<file path="src/rtl/des_sbox_pipe_if.sv">
// des_sbox_pipe_if: stream bundle for the DES substitution stage.
//   din_valid/din_ready/din/din_tag     : input word handshake (din bit 0 = MSB)
//   dout_valid/dout_ready/dout/dout_tag : result handshake (dout bit 0 = MSB)
//   occupancy                           : count of valid pipeline stages
// slave is the view of the substitution unit; master is the view of the
// surrounding round datapath that feeds words in and takes results out.
interface des_sbox_pipe_if #(
  parameter int TAG_WIDTH = 4
);
  logic                 din_valid;
  logic                 din_ready;
  logic [0:47]          din;
  logic [TAG_WIDTH-1:0] din_tag;
  logic                 dout_valid;
  logic                 dout_ready;
  logic [0:31]          dout;
  logic [TAG_WIDTH-1:0] dout_tag;
  logic [2:0]           occupancy;

  modport master (
    output din_valid, din, din_tag, dout_ready,
    input  din_ready, dout_valid, dout, dout_tag, occupancy
  );

  modport slave (
    input  din_valid, din, din_tag, dout_ready,
    output din_ready, dout_valid, dout, dout_tag, occupancy
  );
endinterface

</file>
<file path="src/rtl/des_sbox_pipe.sv">
// des_sbox_pipe: DES S1..S8 substitution (optionally followed by P) with a
// back-pressurable register pipeline and a sideband tag.
//   clk     : rising-edge clock
//   reset_n : asynchronous active-low reset, empties every stage
//   bus     : des_sbox_pipe_if.slave
//             din[0:47]  six bits per box, bits 6i..6i+5 feed S(i+1)
//             dout[0:31] S-box nibbles (or their P permutation)
//             occupancy  number of stages currently holding a word
// Stage 1 captures the S-box result; later stages only delay it. P sits after
// the last register, so dout depends on registered state only.
module des_sbox_pipe #(
  parameter int PIPE_STAGES = 2,
  parameter bit APPLY_PERM  = 1'b1,
  parameter int TAG_WIDTH   = 4
) (
  input  logic           clk,
  input  logic           reset_n,
  des_sbox_pipe_if.slave bus
);

  // One 256-bit constant per box: entry e = row*16 + col, entry 0 is the most
  // significant nibble, so the table text reads like the published rows.
  localparam logic [255:0] SBOX [8] = '{
    256'hE4D12FB83A6C59070F74E2D1A6CB953841E8D62BFC973A50FC8249175B3EA06D,
    256'hF18E6B34972DC05A3D47F28EC01A69B50E7BA4D158C6932FD8A13F42B67C05E9,
    256'hA09E63F51DC7B428D709346A285ECBF1D6498F30B12C5AE71AD069874FE3B52C,
    256'h7DE3069A1285BC4FD8B56F03472C1AE9A690CB7DF13E52843F06A1D8945BC72E,
    256'h2C417AB6853FD0E9EB2C47D150FA3986421BAD78F9C5630EB8C71E2D6F09A453,
    256'hC1AF92680D34E75BAF427C9561DE0B389EF528C3704A1DB6432C95FABE17608D,
    256'h4B2EF08D3C975A61D0B7491AE35C2F8614BDC37EAF6805926BD814A7950FE23C,
    256'hD2846FB1A93E50C71FD8A374C56B0E927B419CE206ADF35821E74A8DFC90356B
  };

  // P: output bit j takes input bit PERM_SRC[j] (both 1-based from the MSB).
  localparam int PERM_SRC [32] = '{
    16,  7, 20, 21, 29, 12, 28, 17,  1, 15, 23, 26,  5, 18, 31, 10,
     2,  8, 24, 14, 32, 27,  3,  9, 19, 13, 30,  6, 22, 11,  4, 25
  };

  // ---------------------------------------------------------------- S-boxes
  logic [0:31] sbox_out;

  for (genvar gi = 0; gi < 8; gi++) begin : g_box
    logic [5:0] seg;
    logic [5:0] idx;
    assign seg = bus.din[6*gi +: 6];
    // Row is the outer bit pair, column the inner four bits.
    assign idx = {seg[5], seg[0], seg[4:1]};
    // Entry e occupies bits 4*(63-e)+3 .. 4*(63-e); 63-e is ~e for 6 bits.
    assign sbox_out[4*gi +: 4] = SBOX[gi][{~idx, 2'b00} +: 4];
  end

  // --------------------------------------------------------------- pipeline
  logic [PIPE_STAGES-1:0] vld_reg;
  logic [0:31]            data_reg [PIPE_STAGES];
  logic [TAG_WIDTH-1:0]   tag_reg  [PIPE_STAGES];

  logic [PIPE_STAGES-1:0] load;
  logic [PIPE_STAGES-1:0] in_vld;
  logic [0:31]            in_data [PIPE_STAGES];
  logic [TAG_WIDTH-1:0]   in_tag  [PIPE_STAGES];
  logic [2:0]             occ;

  // Source of each stage: stage 0 takes the live lookup, the rest shift.
  always_comb begin
    in_vld     = '0;
    in_vld[0]  = bus.din_valid;
    in_data[0] = sbox_out;
    in_tag[0]  = bus.din_tag;
    for (int k = 1; k < PIPE_STAGES; k++) begin
      in_vld[k]  = vld_reg[k-1];
      in_data[k] = data_reg[k-1];
      in_tag[k]  = tag_reg[k-1];
    end
  end

  // A stage may load when it is empty or its content leaves this edge. The
  // chain is evaluated from the output back so bubbles anywhere collapse.
  always_comb begin
    load = '0;
    load[PIPE_STAGES-1] = !vld_reg[PIPE_STAGES-1] || bus.dout_ready;
    for (int k = PIPE_STAGES - 2; k >= 0; k--) begin
      load[k] = !vld_reg[k] || load[k+1];
    end
  end

  // Payload is only written for a valid incoming word: a drained stage keeps
  // its last value and junk on an idle din never reaches the registers.
  always_ff @(posedge clk or negedge reset_n) begin
    if (!reset_n) begin
      vld_reg <= '0;
      for (int k = 0; k < PIPE_STAGES; k++) begin
        data_reg[k] <= '0;
        tag_reg[k]  <= '0;
      end
    end else begin
      for (int k = 0; k < PIPE_STAGES; k++) begin
        if (load[k]) begin
          vld_reg[k] <= in_vld[k];
          if (in_vld[k]) begin
            data_reg[k] <= in_data[k];
            tag_reg[k]  <= in_tag[k];
          end
        end
      end
    end
  end

  always_comb begin
    occ = '0;
    for (int k = 0; k < PIPE_STAGES; k++) begin
      occ = occ + {2'b00, vld_reg[k]};
    end
  end

  // ----------------------------------------------------------------- output
  logic [0:31] last_data;
  logic [0:31] dout_w;

  assign last_data = data_reg[PIPE_STAGES-1];

  if (APPLY_PERM) begin : g_perm
    for (genvar gi = 0; gi < 32; gi++) begin : g_bit
      assign dout_w[gi] = last_data[PERM_SRC[gi] - 1];
    end
  end else begin : g_raw
    assign dout_w = last_data;
  end

  assign bus.din_ready  = load[0];
  assign bus.dout_valid = vld_reg[PIPE_STAGES-1];
  assign bus.dout       = dout_w;
  assign bus.dout_tag   = tag_reg[PIPE_STAGES-1];
  assign bus.occupancy  = occ;

endmodule

</file>
<file path="src/flat_wrapper.sv">
// flat-port wrapper written by rule: the top's interface ports become plain ports
module des_sbox_pipe_flat 
#(
  parameter int PIPE_STAGES = 2,
  parameter bit APPLY_PERM  = 1'b1,
  parameter int TAG_WIDTH   = 4
)
  (clk, reset_n, bus_din_valid, bus_din, bus_din_tag, bus_dout_ready, bus_din_ready, bus_dout_valid, bus_dout, bus_dout_tag, bus_occupancy);
  des_sbox_pipe_if #(.TAG_WIDTH(TAG_WIDTH)) bus_i ();
  input  logic clk;
  input  logic reset_n;
  input wire logic [$bits(bus_i.din_valid)-1:0] bus_din_valid;
  input wire logic [$bits(bus_i.din)-1:0] bus_din;
  input wire logic [$bits(bus_i.din_tag)-1:0] bus_din_tag;
  input wire logic [$bits(bus_i.dout_ready)-1:0] bus_dout_ready;
  output wire logic [$bits(bus_i.din_ready)-1:0] bus_din_ready;
  output wire logic [$bits(bus_i.dout_valid)-1:0] bus_dout_valid;
  output wire logic [$bits(bus_i.dout)-1:0] bus_dout;
  output wire logic [$bits(bus_i.dout_tag)-1:0] bus_dout_tag;
  output wire logic [$bits(bus_i.occupancy)-1:0] bus_occupancy;
  assign bus_i.din_valid = bus_din_valid;
  assign bus_i.din = bus_din;
  assign bus_i.din_tag = bus_din_tag;
  assign bus_i.dout_ready = bus_dout_ready;
  assign bus_din_ready = bus_i.din_ready;
  assign bus_dout_valid = bus_i.dout_valid;
  assign bus_dout = bus_i.dout;
  assign bus_dout_tag = bus_i.dout_tag;
  assign bus_occupancy = bus_i.occupancy;
  des_sbox_pipe #(.PIPE_STAGES(PIPE_STAGES), .APPLY_PERM(APPLY_PERM), .TAG_WIDTH(TAG_WIDTH)) u_core (.clk(clk), .reset_n(reset_n), .bus(bus_i));
endmodule
</file>
<file path="config.mk">
export PLATFORM = sky130hd
export DESIGN_NAME = des_sbox_pipe_flat
export DESIGN_NICKNAME = d
export VERILOG_FILES = /design/src/rtl/des_sbox_pipe_if.sv /design/src/rtl/des_sbox_pipe.sv /design/src/flat_wrapper.sv
export SDC_FILE = /design/constraint.sdc
export NUM_CORES = 1
export LEC_CHECK = 0
export CAP_MARGIN = 30
export CORE_ASPECT_RATIO = 0.8
export CORE_UTILIZATION = 48
export DETAILED_ROUTE_END_ITERATION = 12
export PLACE_DENSITY = 0.72
export SKIP_LAST_GASP = 1
export SLEW_MARGIN = 20
export SYNTH_ARGS = -nofsm -noshare
export SYNTH_HDL_FRONTEND = slang
export SYNTH_SLANG_ARGS = --single-unit
</file>
<file path="constraint.sdc">
create_clock -name clk -period 2.7 [get_ports clk]
set_input_delay 0.54 -clock clk [delete_from_list [all_inputs] [get_ports clk]]
set_output_delay 0.54 -clock clk [all_outputs]
set_load 0.01 [all_outputs]
</file>
After elaboration in Yosys (flattened, before gate mapping). Index checks and enable logic that the tools add are counted.

Logic and storage cells: 29. Output and inout bits: 41. Register bits after elaboration: 74.

Shift-type cells: 8. Add/subtract/negate cells: 1. Bitwise logic cells: 8. Reductions and logical operators: 6.

Operator list (number): $shiftx 256x9->4 const A (8); $not 6->6 (8); $reduce_and 2->1 (2); $add 1x1->2 (1); $logic_not 1->1 (2); $logic_or 1x1->1 (2).

Logic depth before layout (Yosys ltp). Gate-level depths: netlist of run 1.

Word-level depth: 4. Gate-level depth with buffers: 9.

Least setup slack after synthesis of run 1. Ideal clock, no wire load.

Path type: input to register. Start: in bus_din[1]. End: reg u_core.data_reg[35] in the netlist's numbering. Setup slack: 0.409 ns. Data required time: 2.560 ns. Buffers on the path: 2. Setup time: 0.140 ns. Stages: 9. Data arrival time: 2.151 ns. Path through: clkbuf_1 inv_1 ha_1 clkbuf_1 nor3b_1 nor3_1 a211o_1 o22ai_1 a31oi_1.

Word-level cells in the longest chain between the ends: 2.

Ends and longest elaborated chain: from (decl) (RTL line flat_wrapper.sv:13) `input wire logic [$bits(bus_i.din)-1:0] bus_din;`; $not 6->6 (RTL line des_sbox_pipe.sv:50) `assign sbox_out[4*gi +: 4] = SBOX[gi][{~idx, 2'b00} +: 4];`; $shiftx 256x9->4 (RTL line des_sbox_pipe.sv:50); to (signal, indexed assignment) (RTL line des_sbox_pipe.sv:101) `data_reg[k] <= in_data[k];`; to (decl) (RTL line des_sbox_pipe.sv:55) `logic [0:31] data_reg [PIPE_STAGES];`.

Every way passes these cells. A chain may end at the register's enable or synchronous reset.

Worst setup path after layout of run 1.
Start: in bus_dout_ready. End: out bus_din_ready.

Word-level cells in the longest chain between the ends: 2.

Ends and longest elaborated chain: from (decl) (RTL line flat_wrapper.sv:15) `input wire logic [$bits(bus_i.dout_ready)-1:0] bus_dout_ready;`; $logic_or 1x1->1 (RTL line des_sbox_pipe.sv:81) `load[PIPE_STAGES-1] = !vld_reg[PIPE_STAGES-1] || bus.dout_ready;`; $logic_or 1x1->1 (RTL line des_sbox_pipe.sv:83) `load[k] = !vld_reg[k] || load[k+1];`; to (decl) (RTL line flat_wrapper.sv:16) `output wire logic [$bits(bus_i.din_ready)-1:0] bus_din_ready;`.

Every way passes these cells.

==> run summary, run 1 <==
GRT
------------------------------------------------------------------------------
Global routing usage summed across all routing layers                    23.0%
Initial antenna violation count                                              0
Number of global-route vias before repair                                 6304
Wire length of the first global-routing pass                      30900 microns
Pin count of the biggest net entering global routing                        75
GRT Residual Overflow                                                        0

SYNTH
------------------------------------------------------------------------------
Library cell with the highest instance count after synthesis           nand2_1
Synth Instances                                                            939
Leading post-synthesis cells by instance count                    89 x nand2_1, 74 x dfrtp_1, 67 x nor2_1
Main area contributors after synthesis                            dfrtp_1 24%, ha_1 10%, mux2_2 6.4%
Yosys cell types                                                            72
Average size of a mapped cell                                       8.26 sq um
Yosys Warn Count                                                             0
Number of flops mapped to enable cells by yosys                              0
Post-Synthesis Net Count                                                  1059
Cell type with the highest aggregate area in the netlist               dfrtp_1
Flops & latches, synth                                                      74
Most common flop cell mapped by yosys                                  dfrtp_1
Register area share after synthesis                                      23.9%
Area of the mapped netlist                                          7760 sq um
Ys async rst share                                                        100%
Share of the synthesized area in the top cell type                       23.9%

STA
------------------------------------------------------------------------------
Slew Limit Headroom                                                      63.1%
Final Hold Vio Count                                                         0
Clock period minus worst slack                                         2.43 ns
Worst slew pin tran                                                   0.540 ns
Final Slew Violations                                                        0
Period utilisation layout                                                90.0%
Sum Neg Setup Slack                                                       0 ns
Worst Skew                                                          0.00622 ns
Max Fclk                                                             0.412 GHz
Final setup violation count                                                  0
Unrepaired setup endpoints after global routing                          false

POWER
------------------------------------------------------------------------------
Register share of total power                                            34.5%
P_leak                                                                 3.96 nW
Largest vdd supply drop                                               0.306 mV
Net Switching                                                          1.38 mW
Fraction of power spent switching nets                                   31.4%
Pwr dens                                                           472 nW/um^2
Internal Dissipation                                                   3.01 mW
Clock share of power                                                     26.5%
Fraction of power consumed by combinational cells                        39.0%

DIE
------------------------------------------------------------------------------
Die Outline Area                                                   16700 sq um
Initial Util                                                             49.1%
Horizontal die dimension                                           144 microns
Number of placed I/O pins                                                   97
Die span in y                                                      116 microns
Row count                                                                   41
Core Footprint                                                     15800 sq um

PLACEMENT
------------------------------------------------------------------------------
Global placer's final weighted congestion                                0.913
Detailed-placement wirelength estimate                            13500 microns
Post-DP Area                                                        9000 sq um
# placed instances                                                        1215
Port-buffer cells                                                           95

ROUTE
------------------------------------------------------------------------------
Vias per std cell                                                         5.75
Post-detailed-route count of antenna-violating nets                          0
Iteration count of the initial detailed-routing pass                         7
Detailed-route DRC error count                                               0
Total routed wirelength                                           18400 microns
Number of DRC markers in iteration 0                                       569
Avg WL per Cell                                                   14.9 microns
Total via count in the routed design                                      7084

RUN STATUS
------------------------------------------------------------------------------
Result of the run                                                    completed

LAYOUT
------------------------------------------------------------------------------
Synthesis-to-layout area growth                                          20.1%
Post-Layout Inst Area                                               9310 sq um
Antenna diode instance count                                                 0
Post-Layout Cell Count                                                    1231
Proportion of layout cells with a drive suffix above 1                   15.8%
# nets final                                                              1132

MIN PATH
------------------------------------------------------------------------------
Type of the worst min-delay path                                      in2async

CTS
------------------------------------------------------------------------------
Clock-pin slew on the worst setup and hold paths                       0.05 ns
H-tree depth reported by CTS                                                 3
Post-CTS repair timing setup buffer count                                    0
Insertion delay of the later-clocked pin in the worst-skew pair        0.33 ns
Cell at the root of the clock tree                                   clkbuf_16
Number of gates resized after CTS                                            0
Number of buffers inserted by hold repair at cts                             0
TritonCTS clock tree                                                       yes
Total CTS buffers                                                            9
Maximum buffer depth of the clock tree                                       2
Number of sinks driven by the clock tree                                    74

SETUP PATH
------------------------------------------------------------------------------
Type of the worst setup path                                            in2out
Destination of the worst register-to-register timing path         u_core.data_reg[57]
Req. time, crit path                                                   2.16 ns
Launch point of the worst reg-to-reg path                         u_core.vld_reg[0]
Cell depth of the worst flop-to-flop path                                    6
R2R setup slack                                                        0.76 ns
Worst-path fanout max                                                        4
Kind of end point of the critical path                             output port
Data arrival at the endpoint of the critical path                      1.89 ns
Crit path launch type                                                input pin

FLOW RUN
------------------------------------------------------------------------------
Max Cap Violations                                                           0

## metrics by stage
| step | utilization, % | setup WS (ns) | power (mW) | hold WS, ns |
|---|---|---|---|---|
| 2_1_floorplan | - | 0.409 | 2.67 | 0.244 |
| 6_report | 58.9 | 0.270 | 4.39 | 0.175 |
| 3_5_place_dp | 57.0 | 0.0143 | 3.25 | 0.462 |
| 3_3_place_gp | 57.0 | 0.0708 | 3.23 | 0.458 |
| 4_1_cts | 58.8 | 0.275 | 4.44 | 0.394 |
| 5_1_grt | 58.9 | 0.238 | 4.69 | 0.199 |
## cells in the final DEF, fill, tap and decap left out, types with 20 or more instances in the layout
master / synthesis / final
clkdlybuf4s50_1: 0 / 94
nand2_1: 89 / 87
buf_4: 35 / 77
dfrtp_1: 74 / 74
nor2_1: 67 / 67
ha_1: 64 / 64
o21ai_0: 57 / 57
a21oi_1: 53 / 53
mux2_2: 44 / 44
inv_1: 42 / 42
nand2b_1: 24 / 24
o211ai_1: 22 / 22
mux2i_1: 21 / 21
a31oi_1: 20 / 20
## power groups by stage
stage / Sequential (mW) / Clock [mW] / Combinational [mW]
4_1_cts: 1.52 / 1.20 / 1.71
3_3_place_gp: 1.54 / 0 / 1.69
5_1_grt: 1.55 / 1.25 / 1.89
2_1_floorplan: 1.49 / 0 / 1.18
3_5_place_dp: 1.54 / 0 / 1.71
6_report: 1.52 / 1.16 / 1.71
## cells by family (layout without fill, tap and decap cells)
logic type | after synthesis | count (layout) | synth area share (%)
compound gates | 274 | 274 | 24.2
xor+xnor | 25 | 25 | 2.82
fa+ha+maj | 65 | 65 | 10.5
buf+inv | 158 | 235 | 9.97
flops | 74 | 74 | 23.9
mux | 75 | 75 | 12.0
other cells | 1 | 1 | 0.0483
simple gates | 267 | 267 | 16.6
## how the worst max path moves through the flow
stage                   start                  end  slack (ns)  cells past startpoint
2_1_floorplan      bus_din[1]  u_core.data_reg[35]        0.41                      9
3_3_place_gp      bus_din[20]  u_core.data_reg[46]        0.07                      8
3_5_place_dp      bus_din[20]  u_core.data_reg[46]        0.01                      8
4_1_cts        bus_dout_ready        bus_din_ready        0.28                      3
5_1_grt        bus_dout_ready        bus_din_ready        0.24                      3
6_report       bus_dout_ready        bus_din_ready        0.27                      3
## critical path, stage by stage
cell	delay [ns]
clkdlybuf4s50_1	0.46
nand3b_1	0.28
clkdlybuf4s50_1	0.60
## layout make-up
cell class,count,area (sq um)
inverters,45,169
clock inverters,3,40.0
fillers,1407,6490
flip-flops and latches,74,1850
multi-input cells,707,5140
repair buffers,175,1600
clock buffers,12,246
well taps,215,269
## layer usage
layer	track usage, %	up-vias	part of all wire (%)
li1	-	3534	-
met1	33.8	3303	49
met2	34.5	225	44
met3	4.01	22	6.0
met4	5.96	0	1.4
met5	0	-	0
No activity file was read; power rests on OpenSTA's default activity.
==> inputs of run 2 (changes only) <==
CELL_PAD_IN_SITES_DETAIL_PLACEMENT = 0   (was unset)
CELL_PAD_IN_SITES_GLOBAL_PLACEMENT = 2   (was unset)
CORE_UTILIZATION = 37   (was 48)
PLACE_DENSITY = 0.88   (was 0.72)
clock period = 2.85 ns   (was 2.7 ns; I/O delays follow)
==> run 2 against run 1 <==
Clock power increased by 11%. Wire length increased by 8.4%. Die area increased by 29%. Flip-flop and latch count unchanged. Worst hold slack got worse by 0.019 ns. Worst setup slack improved by 0.20 ns. Power decreased by 0.73%. Highest routed layer unchanged.
==> run summary, run 2 (synthesis gave the netlist of run 1 again) <==
PLACEMENT
------------------------------------------------------------------------------
Global placer's final weighted congestion                                0.901   was 0.913
Post-DP Area                                                        9000 sq um   about the same
Detailed-placement wirelength estimate                            14300 microns   was 13500 microns
Port-buffer cells                                                           95   unchanged
# placed instances                                                        1252   was 1215

SETUP PATH
------------------------------------------------------------------------------
Kind of end point of the critical path                                    flop   was output port
Type of the worst setup path                                            in2reg   was in2out
R2R setup slack                                                        1.10 ns   was 0.76 ns
Data arrival at the endpoint of the critical path                      2.65 ns   was 1.89 ns
Crit path max-delay cell type                                     clkdlybuf4s50_1   unchanged
Largest stage delay, worst path                                        0.47 ns   was 0.60 ns
Cells traversed along the worst timing path                       clkdlybuf4s50_1 -> inv_1 -> ha_1 -> nor2_2 -> a21o_1 -> mux4_2 -> a221o_1 -> o21ai_2   was clkdlybuf4s50_1 -> nand3b_1 -> clkdlybuf4s50_1
Crit path launch type                                                input pin   unchanged
Cell depth of the worst flop-to-flop path                                    6   unchanged
Launch point of the worst reg-to-reg path                         u_core.vld_reg[0]   unchanged
Worst-path fanout max                                                        5   was 4
Req. time, crit path                                                   3.12 ns   was 2.16 ns
Destination of the worst register-to-register timing path         u_core.data_reg[58]   was u_core.data_reg[57]

STA
------------------------------------------------------------------------------
Final Hold Vio Count                                                         0   unchanged
Period utilisation layout                                                83.5%
Sum Neg Setup Slack                                                       0 ns   unchanged
Slew Limit Headroom                                                      52.8%   was 63.1%
Final setup violation count                                                  0   unchanged
Worst Skew                                                          0.00919 ns   was 0.00622 ns
Max Fclk                                                             0.420 GHz
Final Slew Violations                                                        0   unchanged
Worst slew pin tran                                                   0.706 ns   was 0.540 ns
Unrepaired setup endpoints after global routing                          false   unchanged
Clock period minus worst slack                                         2.38 ns

CTS
------------------------------------------------------------------------------
Clock-pin slew on the worst setup and hold paths                       0.06 ns   was 0.05 ns
Maximum buffer depth of the clock tree                                       2   unchanged
Post-CTS repair timing setup buffer count                                    0   unchanged
Number of sinks driven by the clock tree                                    74   unchanged
TritonCTS clock tree                                                       yes   unchanged
H-tree depth reported by CTS                                                 3   unchanged
Cell at the root of the clock tree                                   clkbuf_16   unchanged
Number of buffers inserted by hold repair at cts                             0   unchanged
Number of gates resized after CTS                                            0   unchanged
Insertion delay of the later-clocked pin in the worst-skew pair        0.34 ns   was 0.33 ns
Total CTS buffers                                                            9   unchanged

DIE
------------------------------------------------------------------------------
Row count                                                                   46   was 41
Core Footprint                                                     20200 sq um   was 15800 sq um
Horizontal die dimension                                           164 microns   was 144 microns
Die Outline Area                                                   21500 sq um   was 16700 sq um
Die span in y                                                      132 microns   was 116 microns
Initial Util                                                             38.4%   was 49.1%
Number of placed I/O pins                                                   97   unchanged

GRT
------------------------------------------------------------------------------
Number of global-route vias before repair                                 6460   was 6304
Global routing usage summed across all routing layers                    18.6%   was 23.0%
Pin count of the biggest net entering global routing                        75   unchanged
Initial antenna violation count                                              0   unchanged
Wire length of the first global-routing pass                      33000 microns   was 30900 microns
GRT Residual Overflow                                                        0   unchanged

LAYOUT
------------------------------------------------------------------------------
Commonest non-fill, non-tap cells in the layout                   94 x clkdlybuf4s50_1, 87 x nand2_1, 74 x dfrtp_1   was 94 x clkdlybuf4s50_1, 87 x nand2_1, 77 x buf_4
Area of all sequential standard cells                               1850 sq um   unchanged
Total of fill cells in the finished design                                1973   was 1407
Leading cell type in the layout, fill and taps excluded           clkdlybuf4s50_1   unchanged
Area used by multi-input combinational logic                        5140 sq um   unchanged
Post-Layout Cell Count                                                    1269   was 1231
Synthesis-to-layout area growth                                          20.8%   was 20.1%
# nets final                                                              1120   was 1132
Post-Layout Inst Area                                               9370 sq um   was 9310 sq um
Proportion of layout cells with a drive suffix above 1                   15.1%   was 15.8%
Antenna diode instance count                                                 0   unchanged

ROUTE
------------------------------------------------------------------------------
Vias per std cell                                                         5.55   was 5.75
Number of DRC markers in iteration 0                                       626   was 569
Total via count in the routed design                                      7046   was 7084
Post-detailed-route count of antenna-violating nets                          0   unchanged
Total routed wirelength                                           19900 microns   was 18400 microns
Iteration count of the initial detailed-routing pass                         5   was 7
Detailed-route DRC error count                                               0   unchanged
Avg WL per Cell                                                   15.7 microns   was 14.9 microns

FLOW RUN
------------------------------------------------------------------------------
Max Cap Violations                                                           0   unchanged

RUN STATUS
------------------------------------------------------------------------------
Result of the run                                                    completed   unchanged

POWER
------------------------------------------------------------------------------
Largest vdd supply drop                                               0.366 mV   was 0.306 mV
P_leak                                                                 3.93 nW   was 3.96 nW
Pwr dens                                                           465 nW/um^2   was 472 nW/um^2

MIN PATH
------------------------------------------------------------------------------
Type of the worst min-delay path                                      in2async   unchanged

run 2: worst max-delay path: cells and delay by family:
kind | cells | cell delay, ns
AOI/OAI and AO/OA | 3 | 0.63
adders and majority gates | 1 | 0.39
buffers and inverters | 2 | 0.56
muxes | 1 | 0.44
and+or+nand+nor | 1 | 0.06
run 2: metal layers:
layer  part of all wire, %  global-route usage, %
met5                     0                      0
met4                  0.50                   2.26
met3                   4.8                   3.50
met2                    44                   28.5
met1                    51                   27.5
run 2: power by group:
group / internal (mW) / leakage, nW / switching [mW]
clock: 0.837 / 0.165 / 0.456
sequential: 1.30 / 0.874 / 0.139
combinational: 0.857 / 2.89 / 0.774
total: 2.99 / 3.93 / 1.37
run 2: worst max path at each step:
| stage | startpoint | end | slack (ns) |
|---|---|---|---|
| floorplan | bus_din[1] | u_core.data_reg[35] | 0.53 |
| global placement | bus_din[20] | u_core.data_reg[46] | 0.16 |
| detailed placement | bus_din[20] | u_core.data_reg[46] | 0.12 |
| CTS | bus_din[20] | u_core.data_reg[46] | 0.48 |
| global route | bus_din[2] | u_core.data_reg[32] | 0.33 |
| finish | bus_din[20] | u_core.data_reg[46] | 0.47 |
run 2: layout make-up:
type	count	share of cell area (%)
clock inverters	4	0.775
clock buffers	12	2.84
repair buffers	163	16.5
inverters	45	1.80
flip-flops and latches	74	19.8
well taps	264	3.53
multi-input cells	707	54.8
run 2: per-stage QoR:
step	utilization [%]	setup slack, ns	hold WS, ns	power, mW
final	46.4	0.470	0.156	4.36
after global routing	46.4	0.327	0.175	4.64
after CTS	46.2	0.485	0.433	4.41
after detailed placement	44.6	0.117	0.472	3.09
after global placement	44.6	0.159	0.457	3.07
after floorplan	-	0.529	0.274	2.53
==> inputs of run 3 (changes only) <==
CORE_UTILIZATION = 34   (was 37)
PLACE_DENSITY = 0.82   (was 0.88)
clock period = 2.3 ns   (was 2.85 ns; I/O delays follow)
==> run 3 against run 2 <==
Register-to-register slack lost 0.48 ns. Wire length up 4.9%. Cell area increased by 7.6%. Sequential power is 24% higher. Global-route usage is 0.24 points lower. Worst hold slack got worse by 0.070 ns.
==> run summary, run 3 (synthesis gave the netlist of run 1 again) <==
GRT
------------------------------------------------------------------------------
GRT Residual Overflow                                                        0   unchanged
Global routing usage summed across all routing layers                    18.4%   was 18.6%
Pin count of the biggest net entering global routing                        42   was 75
Grt met3 use                                                             2.60%   was 3.50%
Initial antenna violation count                                              0   unchanged
Busiest layer in global routing                                           met2   unchanged
Global-route track usage on met1                                         26.8%   was 27.5%
M2 GR Usage                                                              28.9%   was 28.5%
Number of global-route vias before repair                                 6826   was 6460
Wire length of the first global-routing pass                      34900 microns   was 33000 microns

CTS
------------------------------------------------------------------------------
Clock-pin slew on the worst setup and hold paths                       0.06 ns   about the same
Post-CTS repair timing setup buffer count                                    0   unchanged
TritonCTS clock tree                                                       yes   unchanged
H-tree depth reported by CTS                                                 3   unchanged
Total CTS buffers                                                            9   unchanged
Cell at the root of the clock tree                                   clkbuf_16   unchanged
Maximum buffer depth of the clock tree                                       2   unchanged
Number of sinks driven by the clock tree                                    74   unchanged
Insertion delay of the later-clocked pin in the worst-skew pair        0.34 ns   about the same

PLACEMENT
------------------------------------------------------------------------------
Port-buffer cells                                                           95   unchanged
Post-DP Area                                                        9740 sq um   was 9000 sq um
# placed instances                                                        1379   was 1252
Detailed-placement wirelength estimate                            15500 microns   was 14300 microns
Setup Slack @ Placement                                              -0.265 ns   was 0.117 ns
Global placer's final weighted congestion                                0.888   was 0.901

MIN PATH
------------------------------------------------------------------------------
Type of the worst min-delay path                                      in2async   unchanged

LAYOUT
------------------------------------------------------------------------------
Total of fill cells in the finished design                                2255   was 1973
Leading cell type in the layout, fill and taps excluded                  buf_4   was clkdlybuf4s50_1
Antenna diode instance count                                                 0   unchanged
Utilization of the core after routing                                    44.9%   was 46.4%
Post-Layout Cell Count                                                    1394   was 1269
Commonest non-fill, non-tap cells in the layout                   143 x buf_4, 94 x clkdlybuf4s50_1, 87 x nand2_1   was 94 x clkdlybuf4s50_1, 87 x nand2_1, 74 x dfrtp_1
# nets final                                                              1204   was 1120
Synthesis-to-layout area growth                                          29.9%   was 20.8%
Proportion of layout cells with a drive suffix above 1                   21.6%   was 15.1%
Post-Layout Inst Area                                              10100 sq um   was 9370 sq um

DIE
------------------------------------------------------------------------------
Horizontal die dimension                                           171 microns   was 164 microns
Number of placed I/O pins                                                   97   unchanged
Row count                                                                   49   was 46
Die Outline Area                                                   23400 sq um   was 21500 sq um
Core Footprint                                                     22400 sq um   was 20200 sq um
Die span in y                                                      137 microns   was 132 microns
Initial Util                                                             34.6%   was 38.4%

STA
------------------------------------------------------------------------------
Worst Hold Slack                                                     0.0860 ns   was 0.156 ns
Worst Skew                                                          0.00945 ns   was 0.00919 ns
Unrepaired setup endpoints after global routing                           true   was false
Final Slew Violations                                                        0   unchanged
Worst slew pin tran                                                   0.479 ns   was 0.706 ns
Final setup violation count                                                  0   unchanged
Period utilisation layout                                                95.4%
Post-layout worst setup margin                                        0.107 ns   was 0.470 ns
Clock period minus worst slack                                         2.19 ns
Slew Limit Headroom                                                      67.2%   was 52.8%
Max Fclk                                                             0.456 GHz
Final Hold Vio Count                                                         0   unchanged

POWER
------------------------------------------------------------------------------
Register share of total power                                            32.7%   was 32.9%
Fraction of power consumed by combinational cells                        39.3%   was 37.4%
Fraction of power spent switching nets                                   31.5%   was 31.4%
Net Switching                                                          1.73 mW   was 1.37 mW
P_leak                                                                 4.34 nW   was 3.93 nW
Internal Dissipation                                                   3.76 mW   was 2.99 mW
Pwr dens                                                           545 nW/um^2   was 465 nW/um^2
Largest vdd supply drop                                               0.327 mV   was 0.366 mV
Clock share of power                                                     28.0%   was 29.7%

SETUP PATH
------------------------------------------------------------------------------
Req. time, crit path                                                   2.55 ns   was 3.12 ns
Crit path launch type                                                input pin   unchanged
Type of the worst setup path                                            in2reg   unchanged
Kind of end point of the critical path                                    flop   unchanged
Data arrival at the endpoint of the critical path                      2.44 ns   was 2.65 ns
Worst-path fanout max                                                        9   was 5

ROUTE
------------------------------------------------------------------------------
Total via count in the routed design                                      7198   was 7046
Total routed wirelength                                           20900 microns   was 19900 microns
Detailed-route DRC error count                                               0   unchanged
Iteration count of the initial detailed-routing pass                         5   unchanged
Vias per std cell                                                         5.16   was 5.55
Post-detailed-route count of antenna-violating nets                          0   unchanged
Number of DRC markers in iteration 0                                       508   was 626
Avg WL per Cell                                                   15.0 microns   was 15.7 microns

RUN STATUS
------------------------------------------------------------------------------
Result of the run                                                    completed   unchanged

FLOW RUN
------------------------------------------------------------------------------
Max Cap Violations                                                           0   unchanged

run 3: changes by cell type in the layout (fill, tap and decap cells not counted), sizes merged:
| cell | previous run | this run |
|---|---|---|
| buf | 69 | 153 |
| clkbuf | 12 | 11 |
run 3: final timing paths:
kind	from	end	slack [ns]	depth (start not counted)
worst max-delay path	bus_din[43]	u_core.data_reg[60]	0.11	8
worst min-delay path	reset_n	u_core.last_data[26]	0.09	1
worst max register to register	u_core.vld_reg[0]	u_core.data_reg[57]	0.62	6
worst min register to register	u_core.in_tag[1]	u_core.in_tag[1]	0.47	2
max in group asynchronous	reset_n	u_core.last_data[8]	1.60	2
min in group clk	u_core.in_tag[1]	u_core.in_tag[1]	0.47	2
run 3: cell type report:
| type | instances | area, sq um | area share, % |
|---|---|---|---|
| Multi-Input combinational cell | 707 | 5150 | 51.1 |
| Timing Repair Buffer | 247 | 2210 | 21.9 |
| Clock buffer | 11 | 243 | 2.41 |
| Tap cell | 306 | 383 | 3.80 |
| Clock inverter | 4 | 76.3 | 0.757 |
| Inverter | 45 | 169 | 1.68 |
| Sequential cell | 74 | 1850 | 18.4 |
run 3: metrics by stage:
step / setup TNS [ns] / total power, mW
floorplan: 0 / 3.13
global placement: -2.65 / 3.96
detailed placement: -3.02 / 3.98
CTS: 0 / 5.55
global route: -0.00149 / 5.85
finish: 0 / 5.49
run 3: power by group through the flow:
| stage | logic [mW] | clock network [mW] | registers (mW) |
|---|---|---|---|
| finish | 2.16 | 1.54 | 1.79 |
| global route | 2.38 | 1.63 | 1.83 |
| CTS | 2.17 | 1.58 | 1.80 |
| detailed placement | 2.16 | 0 | 1.82 |
| global placement | 2.15 | 0 | 1.82 |
| floorplan | 1.39 | 0 | 1.75 |
run 3: critical path, stage by stage:
cell and delay (ns):
clkdlybuf4s50_1 0.49, buf_6 0.15, ha_1 0.16, nand2b_1 0.11, o21ai_0 0.13, mux4_2 0.48
mux2_2 0.27, o21ai_0 0.17
run 3: routing by layer:
metal	share of wire (%)	wire length, microns
met1	52	10800
met4	0.86	180
met3	3.4	702
met5	0	0
met2	44	9230
run 3: repair_timing:
item	CTS	global route
gates resized for setup	0	2
hold buffers	0	0
setup endpoints to repair	0	2
==> RTL change 1: new RTL, config.mk and constraints of run 2 <==
`PIPE_STAGES` is set to 2 in 2 places; all go to 4.
--- a/src/rtl/des_sbox_pipe.sv
+++ b/src/rtl/des_sbox_pipe.sv
@@ -9,7 +9,7 @@
 // Stage 1 captures the S-box result; later stages only delay it. P sits after
 // the last register, so dout depends on registered state only.
 module des_sbox_pipe #(
-  parameter int PIPE_STAGES = 2,
+  parameter int PIPE_STAGES = 4,
   parameter bit APPLY_PERM  = 1'b1,
   parameter int TAG_WIDTH   = 4
 ) (
--- a/src/flat_wrapper.sv
+++ b/src/flat_wrapper.sv
@@ -1,7 +1,7 @@
 // flat-port wrapper written by rule: the top's interface ports become plain ports
 module des_sbox_pipe_flat 
 #(
-  parameter int PIPE_STAGES = 2,
+  parameter int PIPE_STAGES = 4,
   parameter bit APPLY_PERM  = 1'b1,
   parameter int TAG_WIDTH   = 4
 )
Behaviour: not the same (Yosys sat finds a counterexample within 4 cycles, from zero or initial values and one cycle with reset_n low).
==> RTL change 1 against run 2 <==
  * Core utilization decreased by 0.95 points
  * Final cell count increased by 20%
  * Power increased by 90%
  * Final area increased by 34%
  * Routed wire length increased by 17%
  * Worst setup slack got worse by 380 ps
  * Synthesized area increased by 35%
  * Sequential cell count increased by 74
  * Critical endpoint is now bus_occupancy[2]
  * Largest cell class unchanged
  * Largest power group is now registers
==> RTL change 1: results <==
set metrics [dict create \
    final_cells 1521 \
    critPathLaunch "u_core.vld_reg[0]" \
    p_comb_share_pct 31.6 \
    gp_congestion 0.855 \
    clock_latency_ps 420 \
    synth_compound_area_share_pct 16.4 \
    dr.first_iter.drc_count 286 \
    synthAdderAreaFrac_pct 8.07 \
    p_leak_nw 5.32 \
    synth_xor_area_share_pct 2.34 \
    pwr-share-clk_pct 28.8 \
    fin_skew_ps 8.15 \
    tightest_slew_ps 564 \
    rr_endpoint "u_core.data_reg[109]" \
    pre_cts_ws_ps 114 \
    synth.area.mux_share_pct 18.4 \
    synth_common_cells "dfrtp_1, mux2_2, nand2_1, a21oi_1, nor2_1" \
    nets 1266 \
    cts_made_buffers 17 \
    endpoint "bus_occupancy[2]" \
    placed_cell_area_um2 11900 \
    status "finished, final reports clean" \
    syn_to_final_growth_pct 19.6 \
    track_usage_pct 16.5 \
    worst-endpoint-arrival_ps 2190 \
    vias_per_cell 5.32 \
    use_met3_pct 2.81 \
    grtUsageMet1_pct 24.7 \
    met2_usage_pct 24.7 \
    switchingPower_mw 2.37 \
    grt_max_degree 62 \
    rrSetupSlack_ps 950 \
]
## RTL change 1: cell count changes after synthesis, sizes merged, moves of 8 or more
cell | before | now
dfrtp | 74 | 148
mux2 | 44 | 113
buf | 68 | 93
clkbuf | 45 | 23
a21oi | 53 | 73
o21ai | 58 | 47
mux4 | 10 | 20
a211oi | 19 | 27
xnor2 | 12 | 20
## RTL change 1: timing repair
action,in CTS,in global routing
hold buffers,0,0
setup endpoints to repair,2,0
setup buffers,2,0
resized for setup,2,0
## RTL change 1: critical path: cells and delay by family, from the launching register on
kind	cells	cell delay [ps]
flip-flops	1	400
adder cells (fa/ha/maj)	3	910
buffers and inverters	1	470
## RTL change 1: cell type report
class,count,area [um2]
clock buffers,21,460
clock inverters,11,175
fillers,2667,15000
flip-flops and latches,148,3700
multi-input cells,759,5950
repair buffers,170,1590
inverters,48,180
well taps,364,455
## RTL change 1: layer usage
layer / wire length (um) / part of all wire (%)
met5: 0 / 0
met4: 180 / 0.77
met3: 888 / 3.8
met2: 10500 / 45
met1: 11700 / 50
==> RTL change 2: new RTL, flow settings as in run 2 <==
Without the edit above. Reset style: synchronous (`reset_n`), changed in one clocked block. Comments in the files are not updated.
--- a/src/rtl/des_sbox_pipe.sv
+++ b/src/rtl/des_sbox_pipe.sv
@@ -86,7 +86,7 @@
 
   // Payload is only written for a valid incoming word: a drained stage keeps
   // its last value and junk on an idle din never reaches the registers.
-  always_ff @(posedge clk or negedge reset_n) begin
+  always_ff @(posedge clk) begin
     if (!reset_n) begin
       vld_reg <= '0;
       for (int k = 0; k < PIPE_STAGES; k++) begin
Check against the original RTL: differs if reset_n is asserted again (counterexample within 4 cycles, from zero or initial values and one cycle with reset_n low); with reset_n held inactive, the same outputs for 10 cycles.
==> RTL change 2 against run 2 <==
  * Sequential cell count did not move
  * Synthesized area fell by 2.6%
  * Fmax fell by 0.20%
  * Die area fell by 2.5%
  * Power fell by 22%
  * Routed wire length fell by 17%
  * Worst setup slack got worse by 4.9 ps
  * Worst hold slack improved by 350 ps
  * Final area fell by 3.6%
  * Combinational power fell by 35%
  * Non-clock buffer count fell by 1
  * Critical endpoint is now u_core.data_reg[0][30]
  * Largest power group is now registers
==> RTL change 2: results <==
set metrics [dict create \
    status "finished, final reports clean" \
    tightest_slew_ps 555 \
    nets 1025 \
    synth_common_cells "edfxtp_1, o21ai_0, ha_1, a21oi_1, nor2_1" \
    p_leak_nw 3.60 \
    gp_congestion 0.821 \
    grt_pass1_wl_um 27300 \
    hp-class "register to register" \
    placed_cell_area_um2 8770 \
    vias 6087 \
    dp.cells 1158 \
    synth-edff-count 72 \
    first_global_vias 5416 \
    synth_most_common_cell "edfxtp_1" \
    avgSynthCellArea_um2 9.01 \
    synth-seq-area-share_pct 29.1 \
    use_met3_pct 2.07 \
    routedWlPerCell_um 14.1 \
    ys_async_sr_fraction_pct 0 \
    drive_above_1_share_pct 12.8 \
    track_usage_pct 15.8 \
    ys.flop_type "edfxtp_1" \
    grt_max_degree 55 \
    grtUsageMet1_pct 23.6 \
    fin_skew_ps 6.87 \
    ir_drop_mv 0.263 \
    wirelength_um 16500 \
]
[RTL change 2: cell count changes after synthesis, sizes merged, moves of 22 or more]
| cell | delta |
|---|---|
| dfrtp | -74 |
| edfxtp | +72 |
| nand2 | -41 |
| mux2 | -39 |
| and2 | +37 |
| clkbuf | -22 |
[RTL change 2: cell families after synthesis]
logic type               count (synthesis)  synth area share (%)
flip-flops                              74                  29.1
adder cells (fa/ha/maj)                 64                  10.6
XOR/XNOR                                23                  2.67
multiplexers                            48                  9.30
buffers and inverters                  149                  10.6
AND/OR/NAND/NOR                        224                  15.4
AO/OA/AOI/OAI                          256                  22.2
other                                    1                0.0496
[RTL change 2: per-layer routing]
layer | vias up | share of wire [%]
met5 | - | 0
met4 | 0 | 0.59
met3 | 11 | 3.7
met2 | 123 | 43
met1 | 2797 | 53
li1 | 3156 | -
[RTL change 2: power by group]
part	switching, mW	internal (mW)	leakage [nW]
Combinational	0.542	0.517	2.68
Clock	0.427	0.585	0.128
Sequential	0.0242	1.30	0.792
[RTL change 2: final timing paths]
path,cells past startpoint,slack [ps],start,end
setup reg to reg,5,1110,u_core.vld_reg[0],u_core.data_reg[0][30]
hold / removal,1,510,u_core.data_reg[0][18],u_core.data_reg[0][50]
setup / recovery,8,460,bus_din[43],u_core.data_reg[0][30]
hold reg to reg,1,510,u_core.data_reg[0][18],u_core.data_reg[0][50]
[RTL change 2: final cells by class]
cell class	instances	area, um2	share of cell area [%]
clock inverters	6	42.5	0.471
flip-flops and latches	74	2200	24.4
inverters	42	158	1.75
multi-input cells	616	4570	50.6
repair buffers	162	1500	16.6
clock buffers	9	225	2.49
well taps	264	330	3.66
